--- src/rtl/acc_csr_pkg.sv ---
// Shared definitions for the ICB CSR bank: widths, control/status bit positions
// and the offsets of the registers that follow the config block.
package acc_csr_pkg;

  localparam int unsigned REG_W  = 32;
  localparam int unsigned ADDR_W = 32;
  localparam int unsigned MASK_W = 4;

  localparam int unsigned CTRL_START_BIT  = 0;
  localparam int unsigned CTRL_ABORT_BIT  = 1;
  localparam int unsigned STATUS_DONE_BIT = 0;
  localparam int unsigned STATUS_BUSY_BIT = 1;
  localparam int unsigned IRQ_EN_BIT      = 0;

  typedef enum logic [1:0] {
    REG_CTRL   = 2'd0,
    REG_STATUS = 2'd1,
    REG_IRQ_EN = 2'd2
  } ctl_reg_e;

  typedef struct packed {
    logic [REG_W-1:0] rdata;
    logic             err;
  } rsp_t;

  // CTRL, STATUS and IRQ_EN sit in consecutive words right after the last CFG word.
  function automatic logic [ADDR_W-1:0] ctl_offset(input int unsigned num_cfg, input ctl_reg_e sel);
    return 32'(4 * num_cfg) + {28'd0, sel, 2'b00};
  endfunction

endpackage

--- src/rtl/icb_csr_bank_if.sv ---
// ICB command/response channel between the CPU bus master and the CSR bank.
interface icb_csr_bank_if;
  import acc_csr_pkg::*;

  logic              icb_cmd_valid;
  logic              icb_cmd_ready;
  logic              icb_cmd_read;
  logic [ADDR_W-1:0] icb_cmd_addr;
  logic [REG_W-1:0]  icb_cmd_wdata;
  logic [MASK_W-1:0] icb_cmd_wmask;
  logic              icb_rsp_valid;
  logic              icb_rsp_ready;
  logic [REG_W-1:0]  icb_rsp_rdata;
  logic              icb_rsp_err;

  modport master (
    output icb_cmd_valid, icb_cmd_read, icb_cmd_addr, icb_cmd_wdata, icb_cmd_wmask, icb_rsp_ready,
    input  icb_cmd_ready, icb_rsp_valid, icb_rsp_rdata, icb_rsp_err
  );

  modport slave (
    input  icb_cmd_valid, icb_cmd_read, icb_cmd_addr, icb_cmd_wdata, icb_cmd_wmask, icb_rsp_ready,
    output icb_cmd_ready, icb_rsp_valid, icb_rsp_rdata, icb_rsp_err
  );

endinterface

--- src/rtl/icb_rsp_slot.sv ---
// One-entry response register: holds a single outstanding ICB response and
// only lets a new command in when the slot is empty or draining this cycle.
module icb_rsp_slot
  import acc_csr_pkg::*;
(
  input  logic clk,
  input  logic rst_n,
  input  logic load_i,
  input  rsp_t rsp_i,
  input  logic rsp_ready_i,
  output logic valid_o,
  output rsp_t rsp_o,
  output logic ready_o
);

  logic valid_q, valid_d;
  rsp_t rsp_q, rsp_d;

  // Load wins over drain so back-to-back commands keep the slot full.
  always_comb begin
    valid_d = valid_q;
    rsp_d   = rsp_q;
    if (load_i) begin
      valid_d = 1'b1;
      rsp_d   = rsp_i;
    end else if (rsp_ready_i) begin
      valid_d = 1'b0;
    end else begin
      valid_d = valid_q;
    end
  end

  // Slot state register.
  always_ff @(posedge clk) begin
    if (!rst_n) begin
      valid_q <= 1'b0;
      rsp_q   <= '{rdata: 32'h0, err: 1'b0};
    end else begin
      valid_q <= valid_d;
      rsp_q   <= rsp_d;
    end
  end

  assign valid_o = valid_q;
  assign rsp_o   = rsp_q;
  assign ready_o = rst_n & (~valid_q | rsp_ready_i);

endmodule

--- src/rtl/icb_csr_bank.sv ---
// Parametrised ICB register bank: NUM_CFG byte-maskable config words plus
// CTRL (start/abort pulses), STATUS (sticky done, live busy) and IRQ_EN.
module icb_csr_bank
  import acc_csr_pkg::*;
#(
  parameter logic [ADDR_W-1:0]        BASE_ADDR = 32'h0000_0000,
  parameter int unsigned              NUM_CFG   = 8,
  parameter logic [NUM_CFG*REG_W-1:0] CFG_RST   = {NUM_CFG{32'h0}}
) (
  input  logic                     clk,
  input  logic                     rst_n,
  icb_csr_bank_if.slave            icb,
  output logic [NUM_CFG*REG_W-1:0] cfg_o,
  output logic                     start_o,
  output logic                     abort_o,
  input  logic                     busy_i,
  input  logic                     done_i,
  output logic                     irq_o
);

  localparam logic [ADDR_W-1:0] CTRL_OFF   = ctl_offset(NUM_CFG, REG_CTRL);
  localparam logic [ADDR_W-1:0] STATUS_OFF = ctl_offset(NUM_CFG, REG_STATUS);
  localparam logic [ADDR_W-1:0] IRQ_EN_OFF = ctl_offset(NUM_CFG, REG_IRQ_EN);

  logic [NUM_CFG-1:0][REG_W-1:0] cfg_q, cfg_d;
  logic done_q, done_d;
  logic irq_en_q, irq_en_d;
  logic irq_q, irq_d;
  logic start_q, start_d;
  logic abort_q, abort_d;

  logic [ADDR_W-1:0]  offset;
  logic [NUM_CFG-1:0] hit_cfg;
  logic               hit_ctrl, hit_status, hit_irq_en, hit_any;
  logic               dec_err, cmd_fire, wr_ok, ctrl_wr, done_clr;
  logic [REG_W-1:0]   status_word, rd_data;
  logic               slot_ready, slot_valid;
  rsp_t               slot_rsp;

  assign cmd_fire = icb.icb_cmd_valid & slot_ready;

  // Address decode, error classification and read mux for the presented command.
  always_comb begin
    offset     = icb.icb_cmd_addr - BASE_ADDR;
    hit_cfg    = '0;
    for (int i = 0; i < NUM_CFG; i++) begin
      hit_cfg[i] = (offset == 32'(4 * i));
    end
    hit_ctrl   = (offset == CTRL_OFF);
    hit_status = (offset == STATUS_OFF);
    hit_irq_en = (offset == IRQ_EN_OFF);
    hit_any    = (|hit_cfg) | hit_ctrl | hit_status | hit_irq_en;
    // CFG is frozen while the accelerator runs; such writes are rejected outright.
    dec_err    = (icb.icb_cmd_addr[1:0] != 2'b00) | ~hit_any
               | (~icb.icb_cmd_read & busy_i & (|hit_cfg));
    wr_ok      = cmd_fire & ~icb.icb_cmd_read & ~dec_err;

    status_word                  = '0;
    status_word[STATUS_DONE_BIT] = done_q;
    status_word[STATUS_BUSY_BIT] = busy_i;

    rd_data = ({REG_W{hit_status}} & status_word)
            | ({REG_W{hit_irq_en}} & {31'd0, irq_en_q});
    for (int i = 0; i < NUM_CFG; i++) begin
      rd_data = rd_data | ({REG_W{hit_cfg[i]}} & cfg_q[i]);
    end
    rd_data = rd_data & {REG_W{icb.icb_cmd_read & ~dec_err}};
  end

  // Next-state for config words, control pulses, done/irq bookkeeping.
  always_comb begin
    cfg_d = cfg_q;
    for (int i = 0; i < NUM_CFG; i++) begin
      for (int k = 0; k < MASK_W; k++) begin
        cfg_d[i][8*k +: 8] = (wr_ok & hit_cfg[i] & icb.icb_cmd_wmask[k])
                           ? icb.icb_cmd_wdata[8*k +: 8] : cfg_q[i][8*k +: 8];
      end
    end
    ctrl_wr  = wr_ok & hit_ctrl & icb.icb_cmd_wmask[0];
    abort_d  = ctrl_wr & icb.icb_cmd_wdata[CTRL_ABORT_BIT];
    start_d  = ctrl_wr & icb.icb_cmd_wdata[CTRL_START_BIT]
             & ~icb.icb_cmd_wdata[CTRL_ABORT_BIT] & ~busy_i;
    done_clr = wr_ok & hit_status & icb.icb_cmd_wmask[0] & icb.icb_cmd_wdata[STATUS_DONE_BIT];
    done_d   = done_i | (done_q & ~done_clr);
    irq_en_d = (wr_ok & hit_irq_en & icb.icb_cmd_wmask[0])
             ? icb.icb_cmd_wdata[IRQ_EN_BIT] : irq_en_q;
    irq_d    = done_q & irq_en_q;
  end

  // Register state.
  always_ff @(posedge clk) begin
    if (!rst_n) begin
      cfg_q    <= CFG_RST;
      done_q   <= 1'b0;
      irq_en_q <= 1'b0;
      irq_q    <= 1'b0;
      start_q  <= 1'b0;
      abort_q  <= 1'b0;
    end else begin
      cfg_q    <= cfg_d;
      done_q   <= done_d;
      irq_en_q <= irq_en_d;
      irq_q    <= irq_d;
      start_q  <= start_d;
      abort_q  <= abort_d;
    end
  end

  icb_rsp_slot u_rsp_slot (
    .clk         (clk),
    .rst_n       (rst_n),
    .load_i      (cmd_fire),
    .rsp_i       ('{rdata: rd_data, err: dec_err}),
    .rsp_ready_i (icb.icb_rsp_ready),
    .valid_o     (slot_valid),
    .rsp_o       (slot_rsp),
    .ready_o     (slot_ready)
  );

  assign icb.icb_cmd_ready = slot_ready;
  assign icb.icb_rsp_valid = slot_valid;
  assign icb.icb_rsp_rdata = slot_rsp.rdata;
  assign icb.icb_rsp_err   = slot_rsp.err;
  assign cfg_o             = cfg_q;
  assign start_o           = start_q;
  assign abort_o           = abort_q;
  assign irq_o             = irq_q;

endmodule

--- src/flat_wrapper.sv ---
// flat-port wrapper written by rule: the top's interface ports become plain ports
module icb_csr_bank_flat import acc_csr_pkg::*;
#(
  parameter logic [ADDR_W-1:0]        BASE_ADDR = 32'h0000_0000,
  parameter int unsigned              NUM_CFG   = 8,
  parameter logic [NUM_CFG*REG_W-1:0] CFG_RST   = {NUM_CFG{32'h0}}
)
  (clk, rst_n, cfg_o, start_o, abort_o, busy_i, done_i, irq_o, icb_icb_cmd_valid, icb_icb_cmd_read, icb_icb_cmd_addr, icb_icb_cmd_wdata, icb_icb_cmd_wmask, icb_icb_rsp_ready, icb_icb_cmd_ready, icb_icb_rsp_valid, icb_icb_rsp_rdata, icb_icb_rsp_err);
  icb_csr_bank_if icb_i ();
  input  logic clk;
  input  logic rst_n;
  output logic [NUM_CFG*REG_W-1:0] cfg_o;
  output logic start_o;
  output logic abort_o;
  input  logic busy_i;
  input  logic done_i;
  output logic irq_o;
  input wire logic [$bits(icb_i.icb_cmd_valid)-1:0] icb_icb_cmd_valid;
  input wire logic [$bits(icb_i.icb_cmd_read)-1:0] icb_icb_cmd_read;
  input wire logic [$bits(icb_i.icb_cmd_addr)-1:0] icb_icb_cmd_addr;
  input wire logic [$bits(icb_i.icb_cmd_wdata)-1:0] icb_icb_cmd_wdata;
  input wire logic [$bits(icb_i.icb_cmd_wmask)-1:0] icb_icb_cmd_wmask;
  input wire logic [$bits(icb_i.icb_rsp_ready)-1:0] icb_icb_rsp_ready;
  output wire logic [$bits(icb_i.icb_cmd_ready)-1:0] icb_icb_cmd_ready;
  output wire logic [$bits(icb_i.icb_rsp_valid)-1:0] icb_icb_rsp_valid;
  output wire logic [$bits(icb_i.icb_rsp_rdata)-1:0] icb_icb_rsp_rdata;
  output wire logic [$bits(icb_i.icb_rsp_err)-1:0] icb_icb_rsp_err;
  assign icb_i.icb_cmd_valid = icb_icb_cmd_valid;
  assign icb_i.icb_cmd_read = icb_icb_cmd_read;
  assign icb_i.icb_cmd_addr = icb_icb_cmd_addr;
  assign icb_i.icb_cmd_wdata = icb_icb_cmd_wdata;
  assign icb_i.icb_cmd_wmask = icb_icb_cmd_wmask;
  assign icb_i.icb_rsp_ready = icb_icb_rsp_ready;
  assign icb_icb_cmd_ready = icb_i.icb_cmd_ready;
  assign icb_icb_rsp_valid = icb_i.icb_rsp_valid;
  assign icb_icb_rsp_rdata = icb_i.icb_rsp_rdata;
  assign icb_icb_rsp_err = icb_i.icb_rsp_err;
  icb_csr_bank #(.BASE_ADDR(BASE_ADDR), .NUM_CFG(NUM_CFG), .CFG_RST(CFG_RST)) u_core (.clk(clk), .rst_n(rst_n), .icb(icb_i), .cfg_o(cfg_o), .start_o(start_o), .abort_o(abort_o), .busy_i(busy_i), .done_i(done_i), .irq_o(irq_o));
endmodule
--- config.mk ---
export PLATFORM = sky130hd
export DESIGN_NAME = icb_csr_bank_flat
export DESIGN_NICKNAME = d
export VERILOG_FILES = /design/src/rtl/acc_csr_pkg.sv /design/src/rtl/icb_csr_bank_if.sv /design/src/rtl/icb_rsp_slot.sv /design/src/rtl/icb_csr_bank.sv /design/src/flat_wrapper.sv
export SDC_FILE = /design/constraint.sdc
export NUM_CORES = 1
export LEC_CHECK = 0
export CELL_PAD_IN_SITES_DETAIL_PLACEMENT = 2
export CELL_PAD_IN_SITES_GLOBAL_PLACEMENT = 2
export CORE_MARGIN = 2
export CORE_UTILIZATION = 33
export CTS_BUF_LIST = sky130_fd_sc_hd__clkbuf_4 sky130_fd_sc_hd__clkbuf_8
export CTS_CLUSTER_DIAMETER = 100
export DETAILED_ROUTE_END_ITERATION = 8
export PLACE_DENSITY = 0.95
export REMOVE_ABC_BUFFERS = 1
export SYNTH_ARGS = -nofsm -noshare
export SYNTH_HDL_FRONTEND = slang
export SYNTH_SLANG_ARGS = --single-unit
--- constraint.sdc ---
create_clock -name clk -period 6.7 [get_ports clk]
set_clock_uncertainty 0.1 [all_clocks]
set_input_delay 1.34 -clock clk [delete_from_list [all_inputs] [get_ports clk]]
set_output_delay 1.34 -clock clk [all_outputs]
set_load 0.05 [all_outputs]
==> metrics.md, run 1 <==
| Metric | Value |
|---|---|
| Top FF cell, synth | `dfxtp_1` |
| GRT Total Usage | `0.299` |
| Synth area leaders | `dfxtp_1, mux2i_1, nor2b_1` |
| Crit path arrival time | `about 5000 ps` |
| # fillers | `a little over 4000` |
| Vias | `between 10000 and 15000` |
| GRT met3 Usage | `0.0747` |
| Initial DRC count | `~660` |
| Reg2reg end | `u_core.cfg_o[185]` |
| Max_cap viols | `0` |
| VDD IR max | `around 0.00018 V` |
| Hold Vio Cnt, Final | `0` |
| Fin Setup TNS | `0 ps` |
| Achievable clock frequency | `about 220 MHz` |
| Pins Over Slew Limit | `0` |
| Clk_lat worst skew | `between 600 and 700 ps` |
| Cell Chain, Critical Path | `clkdlybuf4s50_1 > nor4_2 > nand2_2 > nor4_4 > buf_4 > nand4_2 > mux2i_1 > nor2b_1` |
| Yosys top cell by area | `dfxtp_1` |
| Worst-path clk slew | `around 60 ps` |
| Die ar. | `approximately 43000 um2` |
| Hold EP | `u_core.cfg_o[32]` |
| TritonCTS Buffers | `53` |
| Top delay family on crit path | `simple AND/OR/NAND/NOR gates` |
| Critical path required time | `7110 ps` |
| Async set or reset register ratio after synthesis | `0` |
| Cts hold-fix bufs | `0` |
| EDFF count, synth | `0` |
| Port bufs | `368` |
| P_leak | `between 8 and 9 nW` |
| GR peak layer | `met2` |
| Crit-path max FO | `33` |
| Met1 Track Usage GR | `0.357` |
| Core area | `just over 40000 um2` |
| Reg2reg start | `u_core.u_rsp_slot.valid_o` |
| Avg Cell Area, Syn | `between 10 and 15 um2` |
| Worst-margin pin slew | `between 1000 and 1500 ps` |
| Avg WL per Cell | `just under 30 um` |
| Reg2reg path depth | `8` |
| Layout area overhead | `38.8%` |
| Hold_ws | `~390 ps` |
| Synth Cell Area | `13500 um2` |
| CTS tree | `built` |
| GR Overflow Total | `0` |
| Core Rows | `74` |
| Rel. slew slack | `0.190` |
| Synth top area share | `0.438` |
| Pre-antenna DRT Iters | `5` |
| CTS max path bufs | `3` |
| Post-synthesis sequential area ratio | `0.438` |
| Setup Buffers After CTS | `0` |
| Height of the die | `about 210 um` |
| Nets | `roughly 1700` |
| Ports | `between 300 and 400` |
| Area occupied by multi-input gates | `just over 7000 um2` |
| Synthesized flop and latch total | `a little under 300` |
| R2R Setup Slk | `roughly 3800 ps` |
| Initial antenna violation count | `5` |
| Yosys warns | `0` |
| HPWL Detailed | `approximately 43000 um` |
| Critical Path Max Stage Delay | `around 660 ps` |
| CP Capture Type | `flop` |
| Outcome | `complete, no violations` |
| Setup CP Type | `in -> reg` |
| Register area | `5910 um2` |
| Critical Path Start Type | `input pin` |
| # resized after CTS | `0` |
| Period utilization | `0.691` |
| RSZ-0062 raised after global routing | `no` |
| Starting density of the core | `0.332` |
| Pwr dens | `approximately 200 nW/um2` |
| RePlAce Congestion | `0.783` |
| Slowest-stage cell, CP | `buf_4` |
| Largest net degree at the start of global routing | `about 120` |
| H-tree level count | `2` |
| Met2 GRT Util | `0.499` |
| Yosys cell types | `54` |
| Final setup fails | `0` |
| Post-synthesis cell count | `about 1300` |
| Hold WC Path Type | `reg -> reg` |
| CTS sink cnt | `between 200 and 300` |
| DR DRC count | `0` |
| Worst Path Buf+Inv | `2` |
| First-pass GRT wire length | `between 90000 and 100000 um` |
| Number of global-route vias before repair | `roughly 14000` |
| Die X | `about 210 um` |
| Min Tclk post-route | `~4600 ps` |
| Hold Crit Start | `u_core.cfg_o[32]` |
| Layout cells sized above 1 | `0.113` |
| Clk root buf | `clkbuf_8` |
| Via-to-Cell Ratio | `~5.6` |
| Final WL | `64800 um` |
| Post-route ant nets | `0` |
| Hold depth | `2` |
synthesized netlist by cell type, types with 14 or more instances:
cell type	number
a21boi_1	40
nand4_4	23
clkbuf_1	77
a22o_1	48
nand2_1	50
buf_2	32
mux2i_1	219
dfxtp_1	295
nand3_1	60
nor2b_1	217
a22oi_1	77
a222oi_1	14
registers in the layout (all words and copies together), names as in the netlist:
| register | flops |
|---|---|
| u_core.irq_o | 1 |
| u_core.u_rsp_slot.rsp_o | 33 |
| u_core.cfg_o | 256 |
| u_core.done_q | 1 |
| u_core.u_rsp_slot.valid_o | 1 |
| u_core.abort_o | 1 |
| u_core.start_o | 1 |
| u_core.irq_en_q | 1 |
power breakdown:
part,total (mW),switching [mW],internal (mW)
Sequential,1.76,0.00135,1.76
Clock,1.78,0.786,0.998
Combinational,0.177,0.102,0.0755
worst max path at each step:
stage | startpoint | endpoint | cells past startpoint
6_report | icb_icb_cmd_addr[12] | u_core.cfg_o[182] | 8
5_1_grt | icb_icb_cmd_addr[12] | u_core.cfg_o[182] | 8
4_1_cts | icb_icb_cmd_addr[12] | u_core.cfg_o[182] | 8
3_5_place_dp | icb_icb_cmd_addr[12] | u_core.cfg_o[179] | 8
3_3_place_gp | icb_icb_cmd_addr[12] | u_core.cfg_o[181] | 8
2_1_floorplan | icb_icb_cmd_addr[20] | u_core.u_rsp_slot.rsp_o[1] | 6
placed cells by master, fill, tap and decap left out, drive strengths merged, types with 14 or more instances in the layout:
master and n:
clkdlybuf4s50 367, a21boi 41, buf 33, dfxtp 295, nor4 24, a222oi 14, nand3 61, a22o 48
a22oi 77, mux2i 219, nand4 44, nor2b 217, nand2 51, clkbuf 84
per-stage QoR:
step / power [mW] / worst slack (ps) / instances / util / instance area, um2
finish: 3.72 / 2070 / 2208 / 0.461 / 18700
CTS: 3.75 / 2040 / 2203 / 0.461 / 18700
global route: 3.83 / 1800 / 2207 / 0.461 / 18700
floorplan: 1.85 / 406 / 1181 / - / 13000
global placement: 1.97 / 1680 / 2113 / 0.434 / 17600
detailed placement: 1.97 / 1480 / 2113 / 0.434 / 17600
layer usage:
layer	wire, um	part of all wire	up-vias
met4	2850	0.044	0
li1	-	-	5415
met1	26600	0.41	6321
met2	31100	0.48	469
met5	0	0	-
met3	4250	0.066	159
tightest hold or removal path: stages (launching register included):
cell and delay [ps]:
dfxtp_1 320, nand2_1 60, a21boi_1 50
layout make-up:
cell class	instances	share of cell area
multi-input cells	881	0.380
inverters	5	0.00100
flip-flops and latches	295	0.315
clock buffers	84	0.0547
diodes	5	0.000668
repair buffers	400	0.210
clock inverters	6	0.00321
well taps	532	0.0355
cell families after synthesis:
group / Yosys count / share of synthesized area
compound gates: 208 / 0.123
simple gates: 453 / 0.238
mux: 220 / 0.163
buf+inv: 122 / 0.0388
flops: 295 / 0.438
Power figures use the tool's default switching activity.
==> run 2: changes to the inputs <==
--- a/config.mk
+++ b/config.mk
@@ -8,11 +8,11 @@
 export CELL_PAD_IN_SITES_DETAIL_PLACEMENT = 2
 export CELL_PAD_IN_SITES_GLOBAL_PLACEMENT = 2
 export CORE_MARGIN = 2
-export CORE_UTILIZATION = 33
+export CORE_UTILIZATION = 31
 export CTS_BUF_LIST = sky130_fd_sc_hd__clkbuf_4 sky130_fd_sc_hd__clkbuf_8
 export CTS_CLUSTER_DIAMETER = 100
 export DETAILED_ROUTE_END_ITERATION = 8
-export PLACE_DENSITY = 0.95
+export PLACE_DENSITY = 0.93
 export REMOVE_ABC_BUFFERS = 1
 export SYNTH_ARGS = -nofsm -noshare
 export SYNTH_HDL_FRONTEND = slang
==> constraint.sdc (replaced) <==
create_clock -name clk -period 4.27 [get_ports clk]
set_clock_uncertainty 0.1 [all_clocks]
set_input_delay 0.854 -clock clk [delete_from_list [all_inputs] [get_ports clk]]
set_output_delay 0.854 -clock clk [all_outputs]
set_load 0.05 [all_outputs]
==> run 2 against run 1 <==
Against the previous run:
- final cell count is 4.1% higher
- first-iteration DRC count increased by 21%
- largest power group unchanged
- critical path type unchanged
- global-route usage down 1.1 points
- sequential share of layout area shrank 0.75 points
==> metrics.md, run 2 (same netlist as run 1, synthesis figures left out) <==
| Metric | Value |
|---|---|
| Core Rows | `76` |
| Die ar. | `45200 um2` |
| CP Capture Type | `flop` |
| Layout cells sized above 1 | `0.132` |
| GRT Total Usage | `0.288` |
| Vias | `between 10000 and 15000` |
| Hold Vio Cnt, Final | `0` |
| Final WL | `65900 um` |
| Max reg flops | `around 260` |
| Via-to-Cell Ratio | `5.44` |
| RePlAce Congestion | `0.843` |
| RSZ-0062 raised after global routing | `no` |
| Core area | `43000 um2` |
| DR DRC count | `0` |
| Rel. slew slack | `0.335` |
| Hold WC Path Type | `reg -> reg` |
| Slowest-stage cell, CP | `or4b_2` |
| CTS sink cnt | `295` |
| Worst-path clk slew | `70 ps` |
| HPWL Detailed | `45400 um` |
| Cts hold-fix bufs | `0` |
| Achievable clock frequency | `around 270 MHz` |
| Setup CP Type | `in -> reg` |
| Pre-antenna DRT Iters | `7` |
| Setup WS post-layout | `around 540 ps` |
| Period utilization | `0.874` |
| Avg WL per Cell | `~29 um` |
| GR Overflow Total | `0` |
| Cell Chain, Critical Path | `clkdlybuf4s50_1 > or4b_2 > nor4_1 > and2_2 > buf_4 > a22oi_1 > nand3_1 > a22o_1` |
| Clk_lat worst skew | `approximately 650 ps` |
| Tot Pwr | `5.98 mW` |
| Critical path required time | `~4800 ps` |
| Largest net degree at the start of global routing | `78` |
| Min Tclk post-route | `3730 ps` |
| CTS max path bufs | `3` |
| TritonCTS Buffers | `53` |
| Port bufs | `368` |
| P_leak | `8.24 nW` |
| Height of the die | `~210 um` |
| Nets | `around 1700` |
| Starting density of the core | `0.314` |
| Layout area overhead | `42.2%` |
| First-pass GRT wire length | `95600 um` |
| Ports | `between 300 and 400` |
| VDD IR max | `0.000206 V` |
| Die X | `approximately 210 um` |
| Initial DRC count | `803` |
| Commonest non-fill, non-tap cell in the layout | `clkdlybuf4s50_1` |
| Setup Buffers After CTS | `0` |
| Worst-margin pin slew | `approximately 1000 ps` |
| Setup Slack @ Placement | `-97.4 ps` |
| Critical Path Max Stage Delay | `920 ps` |
| Util after Layout | `0.446` |
| Outcome | `complete, no violations` |
| Post-route ant nets | `0` |
| Initial antenna violation count | `8` |
| Pwr dens | `between 300 and 400 nW/um2` |
| Number of global-route vias before repair | `between 10000 and 15000` |
| Crit path arrival time | `4220 ps` |
| Max_cap viols | `0` |
| Most frequent cells in the layout | `clkdlybuf4s50_1, dfxtp_1, mux2i_1` |
| Pins Over Slew Limit | `0` |
| Final setup fails | `0` |
| Crit-path max FO | `18` |
| # resized after CTS | `0` |
| H-tree level count | `2` |
| CTS tree | `built` |
| Critical Path Start Type | `input pin` |
| Clk root buf | `clkbuf_8` |
## run 2: per-layer routing
| metal | vias to the layer above | track usage | wire length, um |
|---|---|---|---|
| li1 | 5470 | - | - |
| met1 | 6395 | 0.359 | 27800 |
| met2 | 479 | 0.470 | 31000 |
| met3 | 163 | 0.0641 | 4210 |
| met4 | 4 | 0.139 | 2800 |
| met5 | - | 0 | 33 |
## run 2: report_power, final
part           internal, mW  switching [mW]  leakage (nW)  total, mW
combinational         0.124           0.163          5.24      0.288
sequential             2.75         0.00171          2.38       2.76
clock                  1.64            1.29         0.619       2.93
total                  4.52            1.45          8.24       5.98
## run 2: area by class of cell
cell class,instances,area (um2)
antenna,5,12.5
sequential,295,5910
fill,4430,23800
tap,585,732
clock inverter,11,86.3
timing repair buffer,431,4250
multi-input combinational,881,7120
clock buffer,85,1070
inverter,5,18.8
## run 2: path summary, 6_finish.rpt
kind                               startpoint                           to  slack, ps  cells past startpoint
setup / recovery          icb_icb_cmd_addr[2]  u_core.u_rsp_slot.rsp_o[32]        540                      8
setup reg to reg    u_core.u_rsp_slot.valid_o             u_core.cfg_o[91]       1650                      8
hold reg to reg   u_core.u_rsp_slot.rsp_o[14]  u_core.u_rsp_slot.rsp_o[14]        350                      2
hold / removal    u_core.u_rsp_slot.rsp_o[14]  u_core.u_rsp_slot.rsp_o[14]        350                      2
## run 2: stage by stage
| step | hold slack (ps) | std cells | cell area, um2 | TNS, ps |
|---|---|---|---|---|
| 6_report | 352 | 2298 | 19200 | 0 |
| 5_1_grt | 393 | 2297 | 19200 | 0 |
| 4_1_cts | 358 | 2293 | 19200 | 0 |
| 3_5_place_dp | 356 | 2197 | 18000 | -929 |
| 3_3_place_gp | 327 | 2197 | 18000 | 0 |
| 2_1_floorplan | 374 | 1181 | 13000 | -359030 |
## run 2: worst max-delay path: cells and delay by family
kind / cells / cell delay, ps
simple gates: 4 / 1910
buf+inv: 2 / 1080
compound gates: 2 / 340
==> run 3: changes to the inputs <==
--- a/config.mk
+++ b/config.mk
@@ -12,6 +12,7 @@
 export CTS_BUF_LIST = sky130_fd_sc_hd__clkbuf_4 sky130_fd_sc_hd__clkbuf_8
 export CTS_CLUSTER_DIAMETER = 100
 export DETAILED_ROUTE_END_ITERATION = 8
+export GPL_ROUTABILITY_DRIVEN = 0
 export PLACE_DENSITY = 0.93
 export REMOVE_ABC_BUFFERS = 1
 export SYNTH_ARGS = -nofsm -noshare
==> results of run 3 <==
Same layout as run 2: the final DEF is identical, and so are final timing and power.
